File: src/rtl/ps2_kbd_rx_if.sv
// Consumer-side bundle of the PS/2 keyboard receiver: FWFT scancode FIFO read port plus status pulses.
// The instantiating scope must give FIFO_AW the same value as the receiver it connects to.
interface ps2_kbd_rx_if #(
    parameter int FIFO_AW = 3
);
    logic               rd;
    logic [7:0]         dout;
    logic               brk;
    logic               valid;
    logic [FIFO_AW:0]   count;
    logic               err;
    logic               overflow;

    modport master (
        input  rd,
        output dout, brk, valid, count, err, overflow
    );

    modport slave (
        output rd,
        input  dout, brk, valid, count, err, overflow
    );
endinterface

File: src/rtl/ps2_kbd_rx.sv
// ps2_kbd_rx: receive-only PS/2 keyboard front end (sync + glitch filter, frame FSM, FWFT FIFO).
// Build option PS2_BREAK_FLAG_EN folds a 0xF0 prefix into the brk flag of the next scancode.
module ps2_kbd_rx #(
    parameter int FILTER_LEN  = 8,
    parameter int TIMEOUT_CYC = 50000,
    parameter int FIFO_AW     = 3
) (
    input  logic         clk,
    input  logic         rst,
    input  logic         ps2_clk,
    input  logic         ps2_data,
    ps2_kbd_rx_if.master kbd
);
    localparam int DEPTH = 1 << FIFO_AW;
    localparam int FCW   = $clog2(FILTER_LEN + 1);
    localparam int TCW   = $clog2(TIMEOUT_CYC + 1);

    typedef enum logic [1:0] {
        S_IDLE   = 2'd0,
        S_DATA   = 2'd1,
        S_PARITY = 2'd2,
        S_STOP   = 2'd3
    } state_e;

    function automatic logic odd_parity_ok(input logic [7:0] data, input logic par);
        return ^{data, par};
    endfunction

    logic             clk_s1_q, clk_s2_q, dat_s1_q, dat_s2_q;
    logic [FCW-1:0]   flt_cnt_q, flt_cnt_d;
    logic             flt_clk_q, flt_clk_d;
    logic             fall_q, fall_d;
    logic             fall_bit_q;

    state_e           state_q, state_d;
    logic [2:0]       bit_cnt_q, bit_cnt_d;
    logic [7:0]       shift_q, shift_d;
    logic             par_q, par_d;
    logic [TCW-1:0]   to_cnt_q, to_cnt_d;
    logic             push_q, push_d;
    logic [7:0]       push_data_q, push_data_d;
    logic             push_brk_q, push_brk_d;
    logic             brk_pend_q, brk_pend_d;
    logic             err_q, err_d;

    logic [7:0]         mem_data_q [DEPTH];
    logic [DEPTH-1:0]   mem_brk_q;
    logic [FIFO_AW-1:0] wr_ptr_q, rd_ptr_q;
    logic [FIFO_AW:0]   count_q, count_d;
    logic               ovf_q;
    logic               pop_s, full_s, wr_en_s;

    // Pin synchronizers, filter state and the data bit captured alongside each filtered edge
    always_ff @(posedge clk or posedge rst) begin
        if (rst) begin
            clk_s1_q   <= 1'b1;
            clk_s2_q   <= 1'b1;
            dat_s1_q   <= 1'b1;
            dat_s2_q   <= 1'b1;
            flt_cnt_q  <= '0;
            flt_clk_q  <= 1'b1;
            fall_q     <= 1'b0;
            fall_bit_q <= 1'b1;
        end else begin
            clk_s1_q   <= ps2_clk;
            clk_s2_q   <= clk_s1_q;
            dat_s1_q   <= ps2_data;
            dat_s2_q   <= dat_s1_q;
            flt_cnt_q  <= flt_cnt_d;
            flt_clk_q  <= flt_clk_d;
            fall_q     <= fall_d;
            fall_bit_q <= dat_s2_q;
        end
    end

    // Filtered clock only follows the pin after FILTER_LEN consecutive differing cycles
    always_comb begin
        flt_cnt_d = '0;
        flt_clk_d = flt_clk_q;
        fall_d    = 1'b0;
        if (clk_s2_q != flt_clk_q) begin
            if (flt_cnt_q == FCW'(FILTER_LEN - 1)) begin
                flt_clk_d = clk_s2_q;
                fall_d    = flt_clk_q;
            end else begin
                flt_cnt_d = flt_cnt_q + 1'b1;
            end
        end else begin
            flt_cnt_d = '0;
        end
    end

    // Frame FSM state register
    always_ff @(posedge clk or posedge rst) begin
        if (rst) begin
            state_q     <= S_IDLE;
            bit_cnt_q   <= 3'd0;
            shift_q     <= 8'h00;
            par_q       <= 1'b0;
            to_cnt_q    <= '0;
            push_q      <= 1'b0;
            push_data_q <= 8'h00;
            push_brk_q  <= 1'b0;
            brk_pend_q  <= 1'b0;
            err_q       <= 1'b0;
        end else begin
            state_q     <= state_d;
            bit_cnt_q   <= bit_cnt_d;
            shift_q     <= shift_d;
            par_q       <= par_d;
            to_cnt_q    <= to_cnt_d;
            push_q      <= push_d;
            push_data_q <= push_data_d;
            push_brk_q  <= push_brk_d;
            brk_pend_q  <= brk_pend_d;
            err_q       <= err_d;
        end
    end

    // Frame FSM next state; a stalled frame is abandoned silently after TIMEOUT_CYC idle cycles
    always_comb begin
        state_d     = state_q;
        bit_cnt_d   = bit_cnt_q;
        shift_d     = shift_q;
        par_d       = par_q;
        to_cnt_d    = '0;
        push_d      = 1'b0;
        push_data_d = push_data_q;
        push_brk_d  = push_brk_q;
        brk_pend_d  = brk_pend_q;
        err_d       = 1'b0;

        if ((state_q != S_IDLE) && !fall_q && (to_cnt_q == TCW'(TIMEOUT_CYC - 1))) begin
            state_d    = S_IDLE;
            brk_pend_d = 1'b0;
        end else begin
            if ((state_q != S_IDLE) && !fall_q) begin
                to_cnt_d = to_cnt_q + 1'b1;
            end else begin
                to_cnt_d = '0;
            end
            case (state_q)
                S_IDLE: begin
                    if (fall_q && !fall_bit_q) begin
                        shift_d   = 8'h00;
                        bit_cnt_d = 3'd0;
                        state_d   = S_DATA;
                    end else if (fall_q) begin
                        err_d      = 1'b1;
                        brk_pend_d = 1'b0;
                    end else begin
                        state_d = S_IDLE;
                    end
                end
                S_DATA: begin
                    if (fall_q) begin
                        shift_d   = {fall_bit_q, shift_q[7:1]};
                        bit_cnt_d = bit_cnt_q + 3'd1;
                        if (bit_cnt_q == 3'd7) begin
                            state_d = S_PARITY;
                        end else begin
                            state_d = S_DATA;
                        end
                    end else begin
                        state_d = S_DATA;
                    end
                end
                S_PARITY: begin
                    if (fall_q) begin
                        par_d   = fall_bit_q;
                        state_d = S_STOP;
                    end else begin
                        state_d = S_PARITY;
                    end
                end
                S_STOP: begin
                    if (fall_q) begin
                        state_d = S_IDLE;
                        if (fall_bit_q && odd_parity_ok(shift_q, par_q)) begin
`ifdef PS2_BREAK_FLAG_EN
                            if (shift_q == 8'hF0) begin
                                brk_pend_d = 1'b1;
                            end else begin
                                push_d      = 1'b1;
                                push_data_d = shift_q;
                                push_brk_d  = brk_pend_q;
                                brk_pend_d  = 1'b0;
                            end
`else
                            push_d      = 1'b1;
                            push_data_d = shift_q;
                            push_brk_d  = brk_pend_q;
                            brk_pend_d  = 1'b0;
`endif
                        end else begin
                            err_d      = 1'b1;
                            brk_pend_d = 1'b0;
                        end
                    end else begin
                        state_d = S_STOP;
                    end
                end
                default: begin
                    state_d = S_IDLE;
                end
            endcase
        end
    end

    // A full FIFO still accepts a push when a pop frees a slot in the same cycle
    always_comb begin
        pop_s   = kbd.rd && (count_q != '0);
        full_s  = (count_q == (FIFO_AW + 1)'(DEPTH));
        wr_en_s = push_q && (!full_s || pop_s);
        case ({wr_en_s, pop_s})
            2'b10:   count_d = count_q + 1'b1;
            2'b01:   count_d = count_q - 1'b1;
            default: count_d = count_q;
        endcase
    end

    // FIFO pointers, occupancy and the overflow pulse
    always_ff @(posedge clk or posedge rst) begin
        if (rst) begin
            wr_ptr_q <= '0;
            rd_ptr_q <= '0;
            count_q  <= '0;
            ovf_q    <= 1'b0;
        end else begin
            wr_ptr_q <= wr_en_s ? wr_ptr_q + 1'b1 : wr_ptr_q;
            rd_ptr_q <= pop_s ? rd_ptr_q + 1'b1 : rd_ptr_q;
            count_q  <= count_d;
            ovf_q    <= push_q && full_s && !pop_s;
        end
    end

    // FIFO storage; contents are only observable through valid, so no reset is needed
    always_ff @(posedge clk) begin
        if (wr_en_s) begin
            mem_data_q[wr_ptr_q] <= push_data_q;
            mem_brk_q[wr_ptr_q]  <= push_brk_q;
        end else begin
            mem_brk_q <= mem_brk_q;
        end
    end

    assign kbd.valid    = (count_q != '0);
    assign kbd.dout     = kbd.valid ? mem_data_q[rd_ptr_q] : 8'h00;
    assign kbd.brk      = kbd.valid ? mem_brk_q[rd_ptr_q] : 1'b0;
    assign kbd.count    = count_q;
    assign kbd.err      = err_q;
    assign kbd.overflow = ovf_q;
endmodule
File: src/flat_wrapper.sv
// flat-port wrapper written by rule: the top's interface ports become plain ports
module ps2_kbd_rx_flat 
#(
    parameter int FILTER_LEN  = 8,
    parameter int TIMEOUT_CYC = 50000,
    parameter int FIFO_AW     = 3
)
  (clk, rst, ps2_clk, ps2_data, kbd_rd, kbd_dout, kbd_brk, kbd_valid, kbd_count, kbd_err, kbd_overflow);
  ps2_kbd_rx_if #(.FIFO_AW(FIFO_AW)) kbd_i ();
  input  logic clk;
  input  logic rst;
  input  logic ps2_clk;
  input  logic ps2_data;
  input wire logic [$bits(kbd_i.rd)-1:0] kbd_rd;
  output wire logic [$bits(kbd_i.dout)-1:0] kbd_dout;
  output wire logic [$bits(kbd_i.brk)-1:0] kbd_brk;
  output wire logic [$bits(kbd_i.valid)-1:0] kbd_valid;
  output wire logic [$bits(kbd_i.count)-1:0] kbd_count;
  output wire logic [$bits(kbd_i.err)-1:0] kbd_err;
  output wire logic [$bits(kbd_i.overflow)-1:0] kbd_overflow;
  assign kbd_i.rd = kbd_rd;
  assign kbd_dout = kbd_i.dout;
  assign kbd_brk = kbd_i.brk;
  assign kbd_valid = kbd_i.valid;
  assign kbd_count = kbd_i.count;
  assign kbd_err = kbd_i.err;
  assign kbd_overflow = kbd_i.overflow;
  ps2_kbd_rx #(.FILTER_LEN(FILTER_LEN), .TIMEOUT_CYC(TIMEOUT_CYC), .FIFO_AW(FIFO_AW)) u_core (.clk(clk), .rst(rst), .ps2_clk(ps2_clk), .ps2_data(ps2_data), .kbd(kbd_i));
endmodule
File: config.mk
export PLATFORM = sky130hd
export DESIGN_NAME = ps2_kbd_rx_flat
export DESIGN_NICKNAME = d
export VERILOG_FILES = /design/src/rtl/ps2_kbd_rx_if.sv /design/src/rtl/ps2_kbd_rx.sv /design/src/flat_wrapper.sv
export SDC_FILE = /design/constraint.sdc
export NUM_CORES = 1
export LEC_CHECK = 0
export BUFFER_PORTS_ARGS = -buffer_cell sky130_fd_sc_hd__buf_2
export CAP_MARGIN = 10
export CORE_UTILIZATION = 30
export CTS_CLUSTER_DIAMETER = 30
export DETAILED_ROUTE_END_ITERATION = 12
export HOLD_SLACK_MARGIN = 0.02
export PLACE_DENSITY_LB_ADDON = 0.05
export RECOVER_POWER = 25
export SLEW_MARGIN = 20
export SYNTH_ARGS = -nofsm -noshare
export SYNTH_HDL_FRONTEND = slang
export SYNTH_SLANG_ARGS = --single-unit
export TNS_END_PERCENT = 5
File: constraint.sdc
create_clock -name clk -period 4.3 [get_ports clk]
set_input_delay 0.43 -clock clk [delete_from_list [all_inputs] [get_ports clk]]
set_output_delay 0.43 -clock clk [all_outputs]
set_load 0.02 [all_outputs]
==> reports/qor.csv, run 1 <==
stage,metric,value,unit
outcome,outcome,completed,
placement,dp_hpwl,7.64,mm
logic_synthesis,synth_seq_cells,134,
global_route,antenna_found_initial,0,
route,antenna_left,0,
clock_network,post_cts_buffers,0,
logic_synthesis,synthesis.nets,398,
timing,slew_headroom,0.267,
global_route,grt_max_degree,36,
power_and_ir_drop,p_per_area,523,nW/um^2
critical_path,worstSetupPathType,flip-flop to output pin,
route,drt_wl_total,11.6,mm
global_route,grt_first_pass_wirelength,18.7,mm
critical_path,path_max_fanout,13,
clock_network,cts_tree,yes,
timing,max_freq,335,MHz
floorplanning,fp.dieW,140,um
global_route,overflow,0,
clock_network,htreeDepth,4,
route,dr.first_iter.drc_count,159,
cells_and_area,nets,426,
hold_path,hold_class,primary input to flip-flop,
route,dr.pass1.iters,4,
placement,gp_congestion,0.761,
clock_network,cts_resized,0,
clock_network,cts_hold_buf,0,
global_route,grtUsageTotal,0.131,
floorplanning,core,18700,um^2
route,drc,0,
critical_path,start_kind,flip-flop,
floorplanning,start_util,0.305,
logic_synthesis,syn_area,5710,um^2
cells_and_area,drive_above_1_share,0.241,
timing,final_hold_viol_count,0,
logic_synthesis,avgSynthCellArea,14.9,um^2
timing,period_needed,2.98,ns
clock_network,root_buffer,clkbuf_16,
critical_path,crit_chain,"buf_4, mux4_2, mux2i_1, nor2_1, buf_2",
timing,slew_violations,0,
timing,rsz0062_at_grt,no,
cells_and_area,post-route-util,0.362,
logic_synthesis,ys.flop_type,edfxtp_1,
logic_synthesis,async_reset_ff_frac,0.463,
route,avgViaCountPerCell,4.83,
timing,skew,0.00744,ns
power_and_ir_drop,p_leak,0.00280,uW
critical_path,critPathRequiredTime,3.87,ns
critical_path,cpMaxStageDelayCell,dfrtp_1,
power_and_ir_drop,ir_drop,0.281,mV
timing,tns,0,ns
clock_network,cts.sinks,134,
logic_synthesis,synth_edf_count,72,
placement,place.port_buffers,20,
logic_synthesis,yosysSeqAreaShare,0.652,
logic_synthesis,ys_warn_count,0,
clock_network,cts_buffers,17,
floorplanning,die_h,140,um
logic_synthesis,yosysTopAreaCell,edfxtp_1,
floorplanning,die_area,19600,um^2
run,drv_cap,0,
route,vias,3173,
timing,tightest_slew,1.10,ns
clock_network,clkTransAtPathRegs,0.06,ns
critical_path,max_stage_delay,0.92,ns
floorplanning,io_pins,21,
critical_path,cp.arrival,2.55,ns
floorplanning,num_rows,50,
cells_and_area,diodes,0,
timing,post-route-period-util,0.694,
logic_synthesis,synth_area_leaders,"edfxtp_1, dfrtp_1, mux4_2, dfstp_2, nor2_1",
clock_network,insertion_delay,0.42,ns
logic_synthesis,netlist_instances,382,
global_route,grt_pass1_vias,3203,
logic_synthesis,synth_cell_types,51,
logic_synthesis,yosys.area.top_type_share,0.379,
clock_network,cts_buffer_depth,2,
timing,setup_viol,0,
critical_path,cp-end-kind,output pin,
cells_and_area,area_growth,18.5,%
route,wire_per_inst,17.7,um
-- area by class of cell --
cell class | instances | area [um^2]
repair buffers | 27 | 153
inverters | 10 | 37.5
fillers | 1749 | 11900
well taps | 234 | 293
clock buffers | 17 | 425
multi-input cells | 220 | 1910
clock inverters | 15 | 225
flip-flops and latches | 134 | 3720
-- sequential cells by signal, summed over array words and instances (netlist names), 2 cells and up --
signal	cells
u_core.bit_cnt_q	3
u_core.flt_cnt_q	4
u_core.kbd.count	4
u_core.mem_brk_q	8
u_core.mem_data_q	64
u_core.push_data_q	8
u_core.rd_ptr_q	3
u_core.shift_q	8
u_core.state_q	2
u_core.to_cnt_q	16
u_core.wr_ptr_q	3
-- kinds of logic (layout without fill, tap and decap cells) --
| logic type | after synthesis | after routing | share of synthesized area |
|---|---|---|---|
| mux | 39 | 39 | 0.112 |
| compound gates | 44 | 44 | 0.0590 |
| buf+inv | 28 | 69 | 0.0191 |
| flops | 134 | 134 | 0.652 |
| simple gates | 99 | 99 | 0.0870 |
| xor+xnor | 27 | 27 | 0.0467 |
| fa+ha+maj | 11 | 11 | 0.0241 |
-- synthesized netlist by cell type (5+ instances only) --
cell	n
nor3_1	6
xnor2_1	12
mux2i_1	9
inv_1	9
nand4_1	5
o21ai_0	6
o21a_1	6
xor2_1	13
mux2_2	11
dfstp_2	6
nor2_1	38
nand2_1	13
edfxtp_1	72
dfrtp_1	56
a22o_1	10
mux4_2	18
ha_1	11
nand3_1	12
clkbuf_1	14
and3_1	6
-- metal layers --
layer / up-vias / track usage / wire, um
li1: 1490 / - / -
met2: 63 / 0.188 / 5140
met5: - / 0 / 0
met4: 0 / 0.0700 / 308
met1: 1599 / 0.184 / 5750
met3: 21 / 0.0315 / 395
-- critical path: cells and delay by family, from the launching register on --
family | cells | cell delay [ns]
buffers and inverters | 2 | 0.50
DFF | 1 | 0.92
muxes | 2 | 0.67
and+or+nand+nor | 1 | 0.06
-- worst paths after layout --
path,start,endpoint,slack (ns),depth (start not counted)
max reg2reg,u_core.kbd.count[2],u_core.mem_data_q[7][3],1.62,6
min reg2reg,u_core.dat_s1_q,u_core.dat_s2_q,0.35,0
max,u_core.rd_ptr_q[0],kbd_dout[3],1.32,5
max in group asynchronous,rst,u_core.shift_q[4],2.94,3
min in group asynchronous,rst,u_core.flt_cnt_q[2],0.28,2
min,ps2_clk,u_core.clk_s1_q,0.11,1
-- cells in the final DEF (no fill, tap or decap), types with 3 or more instances in the layout --
| cell type | netlist | routed |
|---|---|---|
| xor2_1 | 13 | 13 |
| nand4_1 | 5 | 5 |
| bufinv_16 | 0 | 5 |
| o21ai_0 | 6 | 6 |
| mux2_2 | 11 | 11 |
| inv_1 | 9 | 9 |
| a22o_1 | 10 | 10 |
| nor3_1 | 6 | 3 |
| and3_1 | 6 | 6 |
| nand2_1 | 13 | 13 |
| nor2b_1 | 4 | 4 |
| mux4_2 | 18 | 18 |
| o21a_1 | 6 | 6 |
| mux2i_1 | 9 | 9 |
| a21oi_1 | 4 | 4 |
| buf_4 | 0 | 7 |
| xnor2_1 | 12 | 12 |
| ha_1 | 11 | 11 |
| nor2_1 | 38 | 38 |
| dfstp_2 | 6 | 5 |
| inv_6 | 0 | 4 |
| clkbuf_16 | 0 | 17 |
| edfxtp_1 | 72 | 72 |
| dfrtp_1 | 56 | 56 |
| nand3_1 | 12 | 12 |
| and4_1 | 3 | 3 |
| nor3b_1 | 3 | 3 |
| clkinv_1 | 1 | 3 |
| o211ai_1 | 3 | 3 |
| a21boi_0 | 3 | 3 |
| buf_2 | 3 | 20 |
-- stage by stage --
stage	hold WS (ns)	total power (uW)	std cells	area [um^2]	setup WS, ns
floorplan	0.345	1840	382	5710	1.84
global placement	0.347	1990	625	6100	1.67
detailed placement	0.347	1980	625	6110	1.65
CTS	0.0858	3600	657	6760	1.20
global route	0.0945	3700	657	6770	1.05
finish	0.115	3540	657	6770	1.32
-- where the power goes --
| part | switching (uW) | internal, uW |
|---|---|---|
| clock | 564 | 1030 |
| sequential | 158 | 1390 |
| combinational | 185 | 207 |
| total | 907 | 2630 |
(Power assumes the default switching activity.)
==> run 2, diff against run 1 <==
Clock period 4.3 ns to 2.6 ns, I/O delays scaled along.
==> run 2 against run 1 <==
Die area did not move. Sequential power rose by 56%. Critical path depth did not move. Total power rose by 61%. First-iteration DRC count rose by 31%. Clock skew rose by 0.0083 ns. Sequential share of layout area fell by 0.53 points. Via count rose by 2.4%. Combinational power rose by 130%. Global-route usage rose by 0.36 points. Routed wire length rose by 3.6%. Register-to-register slack got worse by 1.1 ns.
==> reports/qor.csv, run 2 (synthesis results as in run 1) <==
stage,metric,value,unit,change
outcome,outcome,completed,,
cells_and_area,top_register,u_core.mem_data_q,,
route,vias,3250,,+2.4%
timing,setup_viol,0,,unchanged
hold_path,hold_class,primary input to flip-flop,,
floorplanning,num_rows,50,,unchanged
cells_and_area,stdcell_area,6830,um^2,+0.98%
critical_path,rr_endpoint,u_core.kbd.count[1],,
critical_path,worstSetupPathType,flip-flop to output pin,,
route,wire_per_inst,17.9,um,+1.3%
global_route,use_met1,0.191,,+0.00736
timing,max_freq,420,MHz,
hold_path,min-delay-start,kbd_rd,,
hold_path,hold_depth,3,,+2
floorplanning,io_pins,21,,unchanged
global_route,grt_use_met3,0.0325,,+0.00103
floorplanning,core,18700,um^2,unchanged
placement,dpl_cell_area,6200,um^2,+1.5%
cells_and_area,nFillCells,1813,,+3.7%
cells_and_area,final_cell_mix,"edfxtp_1, dfrtp_1, nor2_1",,
clock_network,cts_buffers,17,,unchanged
critical_path,critPathRequiredTime,2.34,ns,-1.53 ns
clock_network,insertion_delay,0.42,ns,about the same
route,drt_wl_total,12.0,mm,+3.6%
route,dr.pass1.iters,4,,unchanged
critical_path,path_max_fanout,16,,+3
global_route,antenna_found_initial,0,,unchanged
critical_path,reg2regPathDepth,7,,+1
floorplanning,die_h,140,um,unchanged
clock_network,cts.sinks,134,,unchanged
critical_path,start_kind,flip-flop,,
hold_path,hold_end,u_core.kbd.overflow,,
global_route,grtUsageTotal,0.135,,+0.00364
global_route,grt-busiest-layer,met2,,
critical_path,cp.arrival,2.12,ns,-0.43 ns
timing,whs,0.229,ns,+0.115 ns
clock_network,cts_tree,yes,,
cells_and_area,area_growth,19.7,%,
clock_network,clkTransAtPathRegs,0.06,ns,about the same
placement,dp_hpwl,7.99,mm,+4.7%
floorplanning,start_util,0.305,,unchanged
global_route,grt_first_pass_wirelength,19.3,mm,+3.4%
global_route,grt_max_degree,37,,+2.8%
cells_and_area,final_common_cell,edfxtp_1,,
timing,tightest_slew,0.896,ns,-0.202 ns
clock_network,cts_buffer_depth,2,,unchanged
critical_path,reg2reg_from,u_core.kbd.count[2],,
global_route,grt_pass1_vias,3301,,+3.1%
route,drc,0,,unchanged
power_and_ir_drop,ir_drop,0.434,mV,+54%
power_and_ir_drop,p_per_area,836,nW/um^2,+60%
power_and_ir_drop,power.total,5710,uW,+61%
timing,skew,0.0158,ns,+0.00833 ns
clock_network,cts_resized,0,,unchanged
power_and_ir_drop,p_leak,0.00284,uW,+1.3%
critical_path,r2r_slack,0.52,ns,-1.10 ns
timing,period_needed,2.38,ns,
timing,slew_violations,0,,unchanged
floorplanning,die_area,19600,um^2,unchanged
run,drv_cap,0,,unchanged
cells_and_area,largest_reg_flops,64,,unchanged
timing,tns,0,ns,unchanged
placement,place.port_buffers,20,,unchanged
clock_network,htreeDepth,4,,unchanged
critical_path,cpMaxStageDelayCell,dfrtp_1,,
clock_network,root_buffer,clkbuf_16,,
floorplanning,fp.dieW,140,um,unchanged
cells_and_area,reg.largest.list,"u_core.mem_data_q (64), u_core.to_cnt_q (16)",,
timing,post-route-period-util,0.915,,
critical_path,crit_chain,"buf_12, mux4_2, mux2i_1, nor2_1, buf_2",,
timing,final_hold_viol_count,0,,unchanged
route,avgViaCountPerCell,4.84,,+0.14%
cells_and_area,nets,441,,+3.5%
critical_path,max_stage_delay,0.53,ns,-0.39 ns
route,dr.first_iter.drc_count,208,,+31%
global_route,overflow,0,,unchanged
cells_and_area,drive_above_1_share,0.253,,+0.0123
global_route,use_met2,0.197,,+0.00895
timing,slew_headroom,0.400,,+0.133
cells_and_area,diodes,0,,unchanged
timing,rsz0062_at_grt,no,,
route,antenna_left,0,,unchanged
critical_path,cp-end-kind,output pin,,
placement,gp_congestion,0.789,,+3.7%
## run 2: cell types whose count changed in the layout (fill, tap and decap cells not counted), sizes merged
cell,previous run,this run
clkinv,5,7
buf,27,39
clkbuf,17,23
clkinvlp,2,0
dlygate4sd3,0,3
bufinv,5,1
inv,13,11
## run 2: cell type report
class                      count  area, um^2  share of cell area
timing repair buffer          42         298              0.0436
tap                          234         293              0.0429
clock buffer                  23         515              0.0755
clock inverter                 9        87.6              0.0128
inverter                      10        37.5             0.00549
sequential                   134        3720               0.545
multi-input combinational    220        1880               0.275
## run 2: per-stage QoR
step           cells  setup WS (ns)   util
6_report         672          0.220  0.365
5_1_grt          672         0.0481  0.365
4_1_cts          672          0.165  0.365
3_5_place_dp     637          0.512  0.331
3_3_place_gp     637          0.528  0.331
2_1_floorplan    382          0.141      -
## run 2: worst max-delay path, delay by kind of cell, from the launching register on
kind	cells	cell delay, ns
mux	2	0.68
flops	1	0.53
buf+inv	2	0.40
simple gates	1	0.08
## run 2: repair_timing
action	4_1_cts	5_1_grt
hold buffers	3	0
endpoints found under the hold margin	10	0
buffers inserted	0	0
## run 2: worst max-delay path by stage
stage | startpoint | end | slack [ns] | depth (start not counted)
floorplan | u_core.kbd.count[0] | u_core.mem_data_q[1][0] | 0.14 | 6
global placement | u_core.shift_q[3] | u_core.push_data_q[3] | 0.53 | 4
detailed placement | u_core.kbd.count[2] | u_core.kbd.count[1] | 0.51 | 7
CTS | u_core.rd_ptr_q[0] | kbd_dout[7] | 0.16 | 5
global route | u_core.rd_ptr_q[0] | kbd_dout[5] | 0.05 | 5
finish | u_core.rd_ptr_q[0] | kbd_dout[7] | 0.22 | 5
## run 2: where the power goes
part | switching, uW | leakage (uW) | total [uW] | internal [uW]
logic | 494 | 0.000916 | 902 | 408
registers | 106 | 0.00162 | 2420 | 2310
clock network | 894 | 0.000301 | 2400 | 1500
total | 1490 | 0.00284 | 5710 | 4220
## run 2: per-layer routing
| layer | routed length, um | share of wire |
|---|---|---|
| met4 | 174 | 0.014 |
| met1 | 6180 | 0.51 |
| met3 | 250 | 0.021 |
| met2 | 5410 | 0.45 |
| met5 | 0 | 0 |
==> run 3, diff against run 2 <==
Settings changed: RECOVER_POWER 25 to not set.
==> run 3 against run 2 <==
Count of clock-buffer cells in the layout unchanged. Clock power about the same. Fmax unchanged. First-iteration DRC count unchanged. Cell count unchanged. Flip-flop and latch count unchanged. Setup slack unchanged. Sequential share of layout area unchanged. Clock skew about the same. Utilization unchanged. Global-route usage unchanged. Largest cell class unchanged. Highest routed layer unchanged.
==> reports/qor.csv, run 3 (synthesis results as in run 1) <==
stage,metric,value,unit,change
cells_and_area,drive_above_1_share,0.256,,+0.00228
global_route,grt_pass1_vias,3301,,unchanged
global_route,overflow,0,,unchanged
timing,period_needed,2.38,ns,unchanged
clock_network,clkTransAtPathRegs,0.06,ns,about the same
clock_network,cts_resized,0,,unchanged
route,met3_length,250,um,unchanged
cells_and_area,final_cell_mix,"edfxtp_1, dfrtp_1, nor2_1",,
floorplanning,io_pins,21,,unchanged
cells_and_area,nets,441,,unchanged
cells_and_area,reg.largest.list,"u_core.mem_data_q (64), u_core.to_cnt_q (16)",,
placement,dp_hpwl,7.99,mm,unchanged
critical_path,path_max_fanout,16,,unchanged
outcome,outcome,completed,,
power_and_ir_drop,ir_drop,0.434,mV,unchanged
timing,slew_violations,0,,unchanged
placement,gp_congestion,0.789,,unchanged
route,wl_met2,5.41,mm,unchanged
cells_and_area,largest_reg_flops,64,,unchanged
critical_path,cp-end-kind,output pin,,
cells_and_area,stdcell_area,6830,um^2,unchanged
route,antenna_left,0,,unchanged
critical_path,r2r_slack,0.52,ns,about the same
placement,dpl_cell_area,6200,um^2,unchanged
route,vias,3251,,+0.031%
run,drv_cap,0,,unchanged
route,route.top_layer_used,met4,,
placement,place.port_buffers,20,,unchanged
route,dr.first_iter.drc_count,208,,unchanged
route,m1WireLength,6.18,mm,about the same
hold_path,min-delay-start,kbd_rd,,
clock_network,insertion_delay,0.42,ns,about the same
critical_path,cp.arrival,2.12,ns,about the same
floorplanning,start_util,0.305,,unchanged
timing,post-route-period-util,0.915,,unchanged
critical_path,critPathRequiredTime,2.34,ns,about the same
floorplanning,die_h,140,um,unchanged
timing,skew,0.0158,ns,+0.0000275 ns
floorplanning,die_area,19600,um^2,unchanged
route,drc,0,,unchanged
cells_and_area,final_common_cell,edfxtp_1,,
timing,slew_headroom,0.400,,unchanged
power_and_ir_drop,p_leak,0.00284,uW,about the same
route,drt_wl_total,12.0,mm,about the same
clock_network,post_cts_buffers,0,,unchanged
cells_and_area,top_register,u_core.mem_data_q,,
clock_network,root_buffer,clkbuf_16,,
route,avgViaCountPerCell,4.84,,about the same
cells_and_area,diodes,0,,unchanged
global_route,grtUsageTotal,0.135,,unchanged
cells_and_area,area_growth,19.7,%,unchanged
critical_path,start_kind,flip-flop,,
clock_network,cts_tree,yes,,
route,dr.pass1.iters,4,,unchanged
route,wire_per_inst,17.9,um,about the same
power_and_ir_drop,p_per_area,836,nW/um^2,about the same
cells_and_area,nFillCells,1813,,unchanged
timing,setup_viol,0,,unchanged
timing,final_hold_viol_count,0,,unchanged
floorplanning,fp.dieW,140,um,unchanged
hold_path,hold_depth,3,,unchanged
timing,rsz0062_at_grt,no,,
critical_path,reg2reg_from,u_core.kbd.count[2],,
hold_path,hold_end,u_core.kbd.overflow,,
floorplanning,num_rows,50,,unchanged
clock_network,cts_hold_buf,3,,unchanged
critical_path,reg2regPathDepth,7,,unchanged
critical_path,rr_endpoint,u_core.kbd.count[1],,
floorplanning,core,18700,um^2,unchanged
critical_path,worstSetupPathType,flip-flop to output pin,,
timing,max_freq,420,MHz,unchanged
clock_network,cts.sinks,134,,unchanged
timing,tns,0,ns,unchanged
global_route,antenna_found_initial,0,,unchanged
timing,tightest_slew,0.896,ns,unchanged
global_route,grt_first_pass_wirelength,19.3,mm,unchanged
clock_network,htreeDepth,4,,unchanged
clock_network,cts_buffers,17,,unchanged
hold_path,hold_class,primary input to flip-flop,,
global_route,grt_max_degree,37,,unchanged
clock_network,cts_buffer_depth,2,,unchanged
==> run 3: cell counts in the layout (fill, tap and decap cells not counted) <==
No cell type changed its count.
==> run 3: cell type report <==
type	count	area (um^2)	share of cell area
Tap cell	234	293	0.0429
Clock buffer	23	515	0.0755
Sequential cell	134	3720	0.545
Clock inverter	9	87.6	0.0128
Inverter	10	37.5	0.00549
Multi-Input combinational cell	220	1880	0.275
Timing Repair Buffer	42	298	0.0436
==> run 3: how the worst max path moves through the flow <==
| stage | from | endpoint | slack (ns) | cells past startpoint |
|---|---|---|---|---|
| 2_1_floorplan | u_core.kbd.count[0] | u_core.mem_data_q[1][0] | 0.14 | 6 |
| 3_3_place_gp | u_core.shift_q[3] | u_core.push_data_q[3] | 0.53 | 4 |
| 3_5_place_dp | u_core.kbd.count[2] | u_core.kbd.count[1] | 0.51 | 7 |
| 4_1_cts | u_core.rd_ptr_q[0] | kbd_dout[7] | 0.16 | 5 |
| 5_1_grt | u_core.rd_ptr_q[0] | kbd_dout[5] | 0.05 | 5 |
| 6_report | u_core.rd_ptr_q[0] | kbd_dout[7] | 0.22 | 5 |
==> run 3: metal layers <==
| layer | GRT usage | vias to the layer above |
|---|---|---|
| met1 | 0.191 | 1678 |
| met4 | 0.0573 | 0 |
| li1 | - | 1520 |
| met2 | 0.197 | 43 |
| met3 | 0.0325 | 10 |
| met5 | 0 | - |
==> run 3: metrics by stage <==
stage | hold slack, ns | utilization | cells | setup slack (ns) | power, uW
2_1_floorplan | 0.264 | - | 382 | 0.141 | 3040
4_1_cts | 0.220 | 0.365 | 672 | 0.165 | 5820
3_3_place_gp | 0.347 | 0.331 | 637 | 0.528 | 3380
6_report | 0.229 | 0.365 | 672 | 0.220 | 5710
3_5_place_dp | 0.349 | 0.331 | 637 | 0.512 | 3380
5_1_grt | 0.258 | 0.365 | 672 | 0.0481 | 5990
==> run 3: worst max-delay path: stages, from the launching register on <==
cell and delay, ns:
dfrtp_1 0.53, buf_12 0.24, mux4_2 0.51, mux2i_1 0.17, nor2_1 0.08, buf_2 0.16
==> run 3: power by group <==
part	total, uW	leakage, uW	internal, uW	switching (uW)
combinational	902	0.000916	408	494
sequential	2420	0.00162	2310	106
clock	2400	0.000301	1500	895
total	5710	0.00284	4220	1490
